**config.mk**
```make
export PLATFORM = sky130hd
export DESIGN_NAME = pipeline_skid_reg
export DESIGN_NICKNAME = d
export VERILOG_FILES = /design/src/rtl/pipeline_skid_reg_pkg.sv /design/src/rtl/pipeline_skid_reg_payload.sv /design/src/rtl/pipeline_skid_reg.sv
export SDC_FILE = /design/constraint.sdc
export NUM_CORES = 1
export LEC_CHECK = 0
export ABC_AREA = 1
export BUFFER_PORTS_ARGS = -buffer_cell sky130_fd_sc_hd__buf_4
export CORE_MARGIN = 2
export CORE_UTILIZATION = 40
export CTS_BUF_LIST = sky130_fd_sc_hd__clkbuf_16
export DETAILED_ROUTE_END_ITERATION = 6
export PLACE_DENSITY_LB_ADDON = 0.05
export SYNTH_ARGS = -nofsm -noshare
export SYNTH_HDL_FRONTEND = slang
export SYNTH_SLANG_ARGS = --single-unit
```
**constraint.sdc**
```tcl
create_clock -name clk -period 4.5 [get_ports clk]
set_clock_uncertainty 0.15 [all_clocks]
set_input_delay 0.9 -clock clk [delete_from_list [all_inputs] [get_ports clk]]
set_output_delay 0.9 -clock clk [all_outputs]
set_load 0.005 [all_outputs]
```
**src/rtl/pipeline_skid_reg_pkg.sv**
```systemverilog
// Shared CPU pipeline definitions: skid-stage state encoding and default payload widths.
package pipeline_skid_reg_pkg;

    localparam int DEF_DATA_W = 32;
    localparam int DEF_CTRL_W = 4;
    localparam int DEF_ADDR_W = 5;
    localparam int DEF_NDATA  = 3;

    // Encoding equals the number of buffered entries, so OCC is the state value.
    typedef enum logic [1:0] {
        ST_EMPTY = 2'd0,
        ST_ONE   = 2'd1,
        ST_TWO   = 2'd2
    } skid_state_t;

    function automatic logic [1:0] state_occ(input skid_state_t s);
        return 2'(s);
    endfunction

endpackage

```
**src/rtl/pipeline_skid_reg_payload.sv**
```systemverilog
// One {ctrl, addr, data} pipeline entry with load enable; ctrl can be cleared independently.
module pipe_payload_reg #(
    parameter int CTRL_W = 4,
    parameter int ADDR_W = 5,
    parameter int DATA_W = 32,
    parameter int NDATA  = 3
) (
    input  logic                    clk,
    input  logic                    rst_n,
    input  logic                    load,
    input  logic                    clear_ctrl,
    input  logic [CTRL_W-1:0]       in_ctrl,
    input  logic [ADDR_W-1:0]       in_addr,
    input  logic [NDATA*DATA_W-1:0] in_data,
    output logic [CTRL_W-1:0]       out_ctrl,
    output logic [ADDR_W-1:0]       out_addr,
    output logic [NDATA*DATA_W-1:0] out_data
);

    logic [CTRL_W-1:0] ctrl_reg;
    logic [ADDR_W-1:0] addr_reg;

    // Clearing ctrl (REG_WRITE etc.) is enough to turn a stale entry into a bubble.
    always_ff @(posedge clk or negedge rst_n) begin
        if (!rst_n) begin
            ctrl_reg <= '0;
            addr_reg <= '0;
        end else if (clear_ctrl) begin
            ctrl_reg <= '0;
        end else if (load) begin
            ctrl_reg <= in_ctrl;
            addr_reg <= in_addr;
        end
    end

    generate
        for (genvar gi = 0; gi < NDATA; gi++) begin : g_word
            logic [DATA_W-1:0] word_reg;
            always_ff @(posedge clk or negedge rst_n) begin
                if (!rst_n) begin
                    word_reg <= '0;
                end else if (load && !clear_ctrl) begin
                    word_reg <= in_data[gi*DATA_W +: DATA_W];
                end
            end
            assign out_data[gi*DATA_W +: DATA_W] = word_reg;
        end
    endgenerate

    assign out_ctrl = ctrl_reg;
    assign out_addr = addr_reg;

endmodule

```
**src/rtl/pipeline_skid_reg.sv**
```systemverilog
// Two-entry skid pipeline register: full throughput with in_ready taken straight from a flop.
module pipeline_skid_reg
    import pipeline_skid_reg_pkg::*;
#(
    parameter int DATA_W = DEF_DATA_W,
    parameter int CTRL_W = DEF_CTRL_W,
    parameter int ADDR_W = DEF_ADDR_W,
    parameter int NDATA  = DEF_NDATA
) (
    input  logic                    clk,
    input  logic                    rst_n,
    input  logic                    busy_wait,
    input  logic                    flush,
    input  logic                    in_valid,
    output logic                    in_ready,
    input  logic [CTRL_W-1:0]       in_ctrl,
    input  logic [ADDR_W-1:0]       in_addr,
    input  logic [NDATA*DATA_W-1:0] in_data,
    output logic                    out_valid,
    input  logic                    out_ready,
    output logic [CTRL_W-1:0]       out_ctrl,
    output logic [ADDR_W-1:0]       out_addr,
    output logic [NDATA*DATA_W-1:0] out_data,
    output logic [1:0]              occ
);

    skid_state_t state_reg, state_next;
    logic        in_ready_reg;
    logic        out_valid_reg;
    logic [1:0]  occ_reg;

    logic accept, emit;
    logic main_load, skid_load;

    logic [CTRL_W-1:0]       skid_ctrl, main_src_ctrl;
    logic [ADDR_W-1:0]       skid_addr, main_src_addr;
    logic [NDATA*DATA_W-1:0] skid_data, main_src_data;

    assign accept = in_valid  && in_ready_reg  && !busy_wait && !flush;
    assign emit   = out_ready && out_valid_reg && !busy_wait && !flush;

    always_comb begin
        state_next = state_reg;
        main_load  = 1'b0;
        skid_load  = 1'b0;
        unique case (state_reg)
            ST_EMPTY: begin
                if (accept) begin
                    state_next = ST_ONE;
                    main_load  = 1'b1;
                end
            end
            ST_ONE: begin
                if (accept && emit) begin
                    main_load  = 1'b1;
                end else if (accept) begin
                    state_next = ST_TWO;
                    skid_load  = 1'b1;
                end else if (emit) begin
                    state_next = ST_EMPTY;
                end
            end
            ST_TWO: begin
                if (emit) begin
                    state_next = ST_ONE;
                    main_load  = 1'b1;
                end
            end
            default: state_next = ST_EMPTY;
        endcase
        if (flush) begin
            state_next = ST_EMPTY;
        end
    end

    always_ff @(posedge clk or negedge rst_n) begin
        if (!rst_n) begin
            state_reg     <= ST_EMPTY;
            in_ready_reg  <= 1'b1;
            out_valid_reg <= 1'b0;
            occ_reg       <= 2'd0;
        end else begin
            state_reg     <= state_next;
            in_ready_reg  <= (state_next != ST_TWO);
            out_valid_reg <= (state_next != ST_EMPTY);
            occ_reg       <= state_occ(state_next);
        end
    end

    // Draining TWO promotes the skid entry; every other main load takes the input.
    always_comb begin
        if (state_reg == ST_TWO) begin
            main_src_ctrl = skid_ctrl;
            main_src_addr = skid_addr;
            main_src_data = skid_data;
        end else begin
            main_src_ctrl = in_ctrl;
            main_src_addr = in_addr;
            main_src_data = in_data;
        end
    end

    pipe_payload_reg #(
        .CTRL_W(CTRL_W), .ADDR_W(ADDR_W), .DATA_W(DATA_W), .NDATA(NDATA)
    ) u_main (
        .clk        (clk),
        .rst_n      (rst_n),
        .load       (main_load),
        .clear_ctrl (flush),
        .in_ctrl    (main_src_ctrl),
        .in_addr    (main_src_addr),
        .in_data    (main_src_data),
        .out_ctrl   (out_ctrl),
        .out_addr   (out_addr),
        .out_data   (out_data)
    );

    pipe_payload_reg #(
        .CTRL_W(CTRL_W), .ADDR_W(ADDR_W), .DATA_W(DATA_W), .NDATA(NDATA)
    ) u_skid (
        .clk        (clk),
        .rst_n      (rst_n),
        .load       (skid_load),
        .clear_ctrl (flush),
        .in_ctrl    (in_ctrl),
        .in_addr    (in_addr),
        .in_data    (in_data),
        .out_ctrl   (skid_ctrl),
        .out_addr   (skid_addr),
        .out_data   (skid_data)
    );

    assign in_ready  = in_ready_reg;
    assign out_valid = out_valid_reg;
    assign occ       = occ_reg;

endmodule

```
# Yosys cells after proc, flatten, opt, wreduce, memory -nomap -nowiden
# Cells that the tools add are included.
# Widths: inputs -> output; s select.
classes:
  eq_ne: 3
  n_mux: 20
  bitwise: 1
  reduce_logical: 17
ops:
  columns: ["cell", "n"]
  rows:
  - ["$mux 96", 1]
  - ["$mux 4", 5]
  - ["$mux 2", 6]
  - ["$logic_and 1x1->1", 9]
  - ["$pmux 2 s3", 1]
  - ["$reduce_bool 2->1", 3]
  - ["$mux 1", 5]
  - ["$mux 5", 1]
  - ["$reduce_and 2->1", 2]
  - ["$pmux 1 s3", 1]
  - ["$eq 2x1->1 const B", 1]
  - ["$eq 2x2->1 const B", 1]
  - ["$logic_not 1->1", 2]
  - ["$logic_not 2->1", 1]
  - ["$ne 2x2->1 const B", 1]
  - ["$not 1->1", 1]
word_totals:
  ff_bits: 214
  inputBits: 111
  output_inout_bits: 109
  wordCells: 54

# Depth between registers and ports, before layout
# Gate-level depths: netlist of run 1.
depth:
  depth_word: 9
  ltp_mapped: 10
  depth_no_buf: 8

# By module
# A second synthesis of run 1 with hierarchy kept.
hier_totals:
  hier_cells: 1284
  area_unflattened_um2: 9933.3
by_module_without_submodules:
  columns: ["mod", "instances", "cells_per_inst", "area_each_um2", "seq_area_each_um2"]
  rows:
  - ["pipe_payload_reg", 2, 457, 4194.0, 2627.5]
  - ["pipeline_skid_reg", 1, 370, 1545.2, 101.3]

# Least setup slack after synthesis of run 1
# No wires, ideal clock.
synth_path:
  path_kind: "input-to-reg"
  start: "in flush"
  end: "reg u_main.g_word[1].word_reg[10]"
  setup_ns: 0.117
  t_arrival_ns: 1.772
  required_time_ns: 4.233
  setup_slack_ns: 2.461
  cell_stages: 8
  n_path_buf: 2
  path_cell_list: "nor2_2 > nand2_1 > nor2_2 > nand2_2 > buf_4 > buf_2 > nand3_1 > nand2_1"
synth_via:
  elab_chain_len: 6
  word_cells_on_any_way: 9
  classes_between: "mux (4); reduce/logical (5)"
synth_lines:
  columns: ["element", "line_no", "rtl"]
  rows:
  - ["start: declaration", "pipeline_skid_reg.sv:13", "input logic flush,"]
  - ["$logic_not 1->1 (*)", "pipeline_skid_reg_payload.sv:42, pipeline_skid_reg.sv:39, pipeline_skid_reg.sv:40", null]
  - ["$logic_and 1x1->1 (on tied branches)", "pipeline_skid_reg.sv:39, pipeline_skid_reg.sv:40", null]
  - ["$logic_and 1x1->1", "pipeline_skid_reg.sv:54", "if (accept && emit) begin"]
  - ["$mux 1", "pipeline_skid_reg.sv:54", null]
  - ["$pmux 1 s3", "pipeline_skid_reg.sv:46", "unique case (state_reg)"]
  - ["$logic_and 1x1->1 (*)", "pipeline_skid_reg_payload.sv:42", "end else if (load && !clear_ctrl) begin"]
  - ["end signal: assignment", "pipeline_skid_reg_payload.sv:43", "word_reg <= in_data[gi*DATA_W +: DATA_W];"]
  - ["end: declaration", "pipeline_skid_reg_payload.sv:38", "logic [DATA_W-1:0] word_reg;"]
# Mark *: on every way between the ends. The rest lies on a longest branch, timed or not.
# A chain may end at the register's enable or synchronous reset.

==> impl_results.md, run 1 <==
* Fillers at 2340
* Nets at 1459
* Power Density at 484 nW/µm²
* Die Ht at 158 µm
* Vias in the first global route at 7380
* Cts hold-fix bufs at 0
* Vias per cell at 4.72
* Final Slew Violations at 0
* Sink Count at 214
* Total Negative Setup Slacks at 0 ns
* Simple-Gate Fraction of Synth Area at 0.242
* Global-route wire length before repair at 39.4 mm
* Hold Fails Final Rpt at 0
* Worst Path Required at 4.78 ns
* Largest area contributor in the netlist: dfrtp_1
* Largest net degree at the start of global routing at 113
* Final Wtd Congestion at 0.757
* Area grow syn2layout at 26.1%
* Final worst path period share at 0.679
* Drt total wl at 24.5 mm
* Core Area at 23400 µm²
* Clk buf depth at 3
* Xor/xnor share of the synthesized area at 0
* FF+latch count, synth at 214
* PnR worst setup slack at 1.45 ns
* Synth top area share at 0.561
* Cts repair resizes at 0
* Starting DRC count in detailed routing at 518
* Clk root buf: clkbuf_16
* Post-CTS Repair Setup Buffers at 0
* Reg2reg end: u_main.g_word[0].word_reg[28]
* Fmax at 0.327 GHz
* Pre-CTS WS at 1.34 ns
* Post-Route M1 WL at 11.5 mm
* Setup crit end kind: flip-flop
* RSZ-0062 raised after global routing: false
* Worst hold-check path type: in -> async
* Synth Warn # at 0
* Worst skew pair latency at 0.50 ns
* Final Cell Area at 12000 µm²
* Sequential cell area fraction in the yosys report at 0.564
* Post-synthesis mux area share at 0
* Startpoint Class: flip-flop
* Die Width at 158 µm
* Top routing layer in use: met4
* Starting Density at 0.406
* IO Port Bufs at 219
* Relative slew slack at 0.285
* Initial antenna violation count at 0
* Row cnt at 56
* RR Startpoint: occ[1]
* Placed cell areas at 11300 µm²
* Commonest non-fill, non-tap cell in the layout: nand2_1
* Leading cell types in the layout, fill and taps excluded: nand2_1, buf_4, dfrtp_1, inv_1, o21ai_0
* Pleak at 6.52 nW
* Synth Area per Inst at 8.12 µm²
* Post-DP HPWL at 14.9 mm
* Final setup vio count at 0
* CTS tree: built
* Status: completed
* Met3 Wirelength at 1.61 mm
* GRT Overall Usage at 0.196
* Reg area at 5360 µm²
* Clock slew at reported path FFs at 0.06 ns
* Area of the multi-input gates at 3340 µm²
* Yosys cell types at 20
* DR vias at 7952
* Io pins at 220
* Die Area at 25000 µm²
* Worst VDD drop at 0.227 mV
* Drc violations at 0
* Syn Inst Count at 1169
* Gr ovfl total at 0
* Final antenna-violating net count at 0
* WL met2 at 11.0 mm
* Synth Area in Compound Gates at 0.106
* H-tree levels at 1
* Reg2reg path depth at 7
* Arrival @ worst endpoint at 3.34 ns
* Worst slew pin tran at 1.07 ns
* Max Cap Viol at 0
* Reg2Reg Setup Slack at 1.45 ns
* Setup CP Type: reg -> reg
* Minimum clock period at 3.05 ns
* Ant diodes at 0
* CTS Buf Count at 25
* Synthesized-area fraction occupied by adder cells at 0
* Largest family of logic cells by synthesized area: simple AND/OR/NAND/NOR gates
* Share of cells above drive strength 1 at 0.198
* Critical path origin: occ[1]
* CP Max Fanout at 112
* DR pass1 iterations at 7
* Wire length per cell at 14.5 µm
* Cell area after synthesis at 9490 µm²
* Synthesized net count at 1280
* Largest cells by area after synthesis: dfrtp_1, nand2_1, o21ai_0
per-stage QoR:
step           instances  hold WS [ns]  total power [mW]  utilization
2_1_floorplan       1169         0.293              3.38            -
6_report            1685         0.213              5.79        0.511
5_1_grt             1685         0.243              6.19        0.511
3_5_place_dp        1640         0.310              4.07        0.481
3_3_place_gp        1640         0.305              4.04        0.481
4_1_cts             1685         0.225              5.87        0.511
worst max path at each step:
stage,endpoint,slack (ns)
5_1_grt,u_main.out_addr[1],1.19
3_3_place_gp,u_main.g_word[2].word_reg[31],1.41
2_1_floorplan,u_main.g_word[1].word_reg[10],2.46
6_report,u_main.g_word[0].word_reg[28],1.45
3_5_place_dp,u_main.g_word[1].word_reg[2],1.34
4_1_cts,u_main.g_word[0].word_reg[28],1.42
critical path: stages (launching register included):
cell and delay [ns]:
dfrtp_1 0.67, nand2_8 0.41, nand2_1 0.28, nand2_4 0.34, nand2_4 0.53, buf_4 0.35, nand2_1 0.08, nand2_1 0.08
synth_stat cells:
| cell type | n |
|---|---|
| nand3_2 | 1 |
| buf_1 | 2 |
| o21ai_0 | 110 |
| o21ai_1 | 60 |
| dfstp_2 | 1 |
| dfrtp_1 | 213 |
| nor2_4 | 1 |
| nor2_1 | 37 |
| buf_2 | 42 |
| nor2_2 | 3 |
| nand2_2 | 3 |
| nand3_1 | 107 |
| nand4_1 | 5 |
| a21oi_1 | 32 |
| inv_2 | 2 |
| nand2_1 | 409 |
| buf_4 | 7 |
| clkbuf_1 | 20 |
| buf_6 | 6 |
| inv_1 | 108 |
final cells by class:
class	instances	area share
Sequential cell	214	0.448
Clock buffer	25	0.0523
Inverter	110	0.0345
Clock inverter	20	0.00679
Multi-Input combinational cell	768	0.279
Tap cell	319	0.0333
Timing Repair Buffer	229	0.146
power by group:
group	internal [mW]	switching, mW
sequential	2.50	0.271
combinational	0.648	0.606
clock	0.998	0.771
total	4.14	1.65
routing by layer:
layer / vias to the layer above / global-route usage
li1: 4049 / -
met1: 3678 / 0.287
met2: 195 / 0.306
met3: 30 / 0.0370
met4: 0 / 0.0420
met5: - / 0
kinds of logic (layout without fill, tap and decap cells):
logic type | after synthesis | after routing
compound gates | 202 | 202
buf+inv | 187 | 384
flops | 214 | 214
simple gates | 566 | 566
Note: power is estimated with default switching activity, not from simulation.
==> run 2, diff against run 1 <==
--- a/config.mk
+++ b/config.mk
@@ -5,7 +5,7 @@
 export SDC_FILE = /design/constraint.sdc
 export NUM_CORES = 1
 export LEC_CHECK = 0
-export ABC_AREA = 1
+export ABC_AREA = 0
 export BUFFER_PORTS_ARGS = -buffer_cell sky130_fd_sc_hd__buf_4
 export CORE_MARGIN = 2
 export CORE_UTILIZATION = 40
==> constraint.sdc (replaced) <==
create_clock -name clk -period 2.8 [get_ports clk]
set_clock_uncertainty 0.15 [all_clocks]
set_input_delay 0.56 -clock clk [delete_from_list [all_inputs] [get_ports clk]]
set_output_delay 0.56 -clock clk [all_outputs]
set_load 0.005 [all_outputs]
==> run 2 against run 1 <==
Setup slack worse by 0.90 ns. Hold slack worse by 0.075 ns. Power up 58%. Fmax up 36%. Non-clock buffer count up 4. Sequential power up 55%. Wire length down 12%. Cell area up 1.4%. Critical path depth down 2. Critical endpoint is now u_main.g_word[1].word_reg[27].
==> impl_results.md, run 2 <==
* Pleak at 6.11 nW (-6.3%)
* Ant diodes at 0 (unchanged)
* Sequential cell area fraction in the yosys report at 0.574 (+0.0102)
* Synth Area per Inst at 11.4 µm² (+40%)
* Io pins at 220 (unchanged)
* Nets at 1143 (-22%)
* Post-synth EDFFs at 0 (unchanged)
* Max Cap Viol at 0 (unchanged)
* Vias per cell at 4.81 (+1.9%)
* Worst hold-check path type: in -> reg
* DR vias at 6539 (-18%)
* Relative slew slack at 0.635 (+0.350)
* Slowest CP cell: dfrtp_1
* DR pass1 iterations at 4 (-3)
* Startpoint Class: flip-flop
* Die Area at 24500 µm² (-1.7%)
* GRT Overall Usage at 0.180 (-0.0168)
* Initial antenna violation count at 0 (unchanged)
* Arrival @ worst endpoint at 2.49 ns (-0.85 ns)
* Status: completed
* Hold Crit Depth at 2
* Starting Density at 0.409 (+0.00370)
* Crit path cell chain: nor2b_1 > a31oi_1 > o32ai_4 > buf_12 > mux2_1
* Final antenna-violating net count at 0 (unchanged)
* Synth Area in Compound Gates at 0.0107 (-0.0958)
* Most frequent cells after synthesis: nand2_1, dfrtp_1, mux2_2, mux2_1, clkbuf_1
* Reg2reg path depth at 5 (-2)
* Fmax at 0.444 GHz (+36%)
* Synthesized-area fraction occupied by adder cells at 0 (unchanged)
* CP Depth at 5 (-2)
* Leading cell types in the layout, fill and taps excluded: nand2_1, buf_4, dfrtp_1, mux2_2, mux2_1
* Final setup vio count at 0 (unchanged)
* Largest net degree at the start of global routing at 110 (-2.7%)
* CP peak stage delay at 0.53 ns (-0.14 ns)
* Final worst path period share at 0.804 (+0.126)
* FF+latch count, synth at 214 (unchanged)
* Setup CP Type: reg -> reg
* Largest area contributor in the netlist: dfrtp_1
* Synth top area share at 0.572 (+0.0102)
* Cts repair resizes at 0 (unchanged)
* Global-route wire length before repair at 35.2 mm (-11%)
* Worst VDD drop at 0.482 mV (+110%)
* CTS tree: built
* Cell area after synthesis at 9320 µm² (-1.8%)
* Row cnt at 55 (-1.8%)
* Die Ht at 157 µm (-0.87%)
* Final core occ at 0.533 (+0.0212)
* IO Port Bufs at 219 (unchanged)
* Drt total wl at 21.7 mm (-12%)
* Setup crit end kind: flip-flop
* WHS at 0.139 ns (-0.0746 ns)
* Area grow syn2layout at 30.1%
* Syn Inst Count at 820 (-30%)
* Total Negative Setup Slacks at 0 ns (unchanged)
* Worst skew pair latency at 0.51 ns (about the same)
* Cell family with most CP delay: flip-flops
* H-tree levels at 1 (unchanged)
* Simple-Gate Fraction of Synth Area at 0.138 (-0.104)
* Largest family of logic cells by synthesized area: multiplexers
* Worst slew pin tran at 0.547 ns (-0.525 ns)
* Commonest non-fill, non-tap cell in the layout: nand2_1
* Primary FF master, synth: dfrtp_1
* Xor/xnor share of the synthesized area at 0.000939 (+0.000939)
* Bufs and invs on worst path at 1 (unchanged)
* Post-synthesis mux area share at 0.248 (+0.248)
* Final Slew Violations at 0 (unchanged)
* Synthesized net count at 931 (-27%)
* CP Max Fanout at 47 (-58%)
* Sink Count at 214 (unchanged)
* RSZ-0062 raised after global routing: false
* Drc violations at 0 (unchanged)
* Top-count cell post-synth: nand2_1
* Yosys cell types at 26 (+30%)
* Gr ovfl total at 0 (unchanged)
* Post-synth ARST share at 1.00 (unchanged)
* Post-DP HPWL at 13.7 mm (-8.0%)
* Power Density at 753 nW/µm² (+56%)
* Wire length per cell at 15.9 µm (+9.6%)
* Hold Fails Final Rpt at 0 (unchanged)
* Largest cells by area after synthesis: dfrtp_1, mux2_2, nand2_1
* Share of cells above drive strength 1 at 0.401 (+0.203)
* CTS Buf Count at 24 (-4.0%)
* Synth Warn # at 0 (unchanged)
* Starting DRC count in detailed routing at 296 (-43%)
* Minimum clock period at 2.25 ns (-0.802 ns)
* Worst Path Required at 3.03 ns (-1.75 ns)
* Core Area at 22800 µm² (-2.7%)
* Clock slew at reported path FFs at 0.06 ns (about the same)
* Clk buf depth at 3 (unchanged)
* Vias in the first global route at 6717 (-9.0%)
* Clk root buf: clkbuf_16
* Die Width at 157 µm (-0.87%)
* Final Wtd Congestion at 0.769 (+1.5%)
-- run 2: cell types whose count changed in the layout (fill, tap and decap cells not counted), moves of 5 or more --
cell and delta:
a21oi_1 -26, buf_12 +8, buf_4 -5, inv_1 -107
mux2_1 +51, mux2_2 +151, nand2_1 -102, nand3_1 -104
nor2_1 -31, o21ai_0 -102, o21ai_1 -60
-- run 2: kinds of logic after synthesis --
group,count (synthesis)
flip-flops,214
AND/OR/NAND/NOR,331
XOR/XNOR,1
multiplexers,206
AO/OA/AOI/OAI,17
buffers and inverters,51
-- run 2: power breakdown --
group / leakage (nW) / switching, mW / internal [mW]
combinational: 3.06 / 0.655 / 1.19
sequential: 2.67 / 0.396 / 3.89
clock: 0.381 / 1.22 / 1.78
total: 6.11 / 2.28 / 6.86
-- run 2: stage by stage --
step	cells	power [mW]	worst slack, ns	cell area, µm²
CTS	1360	9.30	0.545	12100
floorplan	820	5.11	0.642	9320
global placement	1318	6.17	0.345	11400
global route	1360	9.68	0.410	12100
detailed placement	1318	6.22	0.329	11400
finish	1360	9.14	0.548	12100
-- run 2: final timing paths --
path / start / endpoint / slack [ns]
worst max register to register: occ[0] / u_main.g_word[1].word_reg[27] / 0.55
worst min register to register: u_main.out_addr[2] / u_main.out_addr[2] / 0.33
worst max-delay path: occ[0] / u_main.g_word[1].word_reg[27] / 0.55
worst min-delay path: in_data[4] / u_skid.g_word[0].word_reg[4] / 0.14
min in group asynchronous: rst_n / u_skid.g_word[2].word_reg[11] / 0.44
max in group asynchronous: rst_n / u_main.g_word[1].word_reg[0] / 1.32
-- run 2: area by class of cell --
type | instances | area [µm²]
inverters | 4 | 15.0
clock inverters | 16 | 119
flip-flops and latches | 214 | 5360
repair buffers | 233 | 1880
fillers | 2084 | 10600
well taps | 313 | 392
clock buffers | 25 | 626
multi-input cells | 555 | 3740
-- run 2: layer usage --
| layer | GRT usage | vias to the layer above | part of all wire | routed length, µm |
|---|---|---|---|---|
| li1 | - | 3117 | - | - |
| met3 | 0.0510 | 33 | 0.070 | 1510 |
| met2 | 0.307 | 161 | 0.48 | 10400 |
| met5 | 0 | - | 0 | 0 |
| met4 | 0.0476 | 0 | 0.020 | 437 |
| met1 | 0.223 | 3228 | 0.43 | 9340 |
-- run 2: repair_timing --
item	4_1_cts	5_1_grt
hold endpoints to repair	61	0
buffers inserted	0	0
hold buffers	1	0
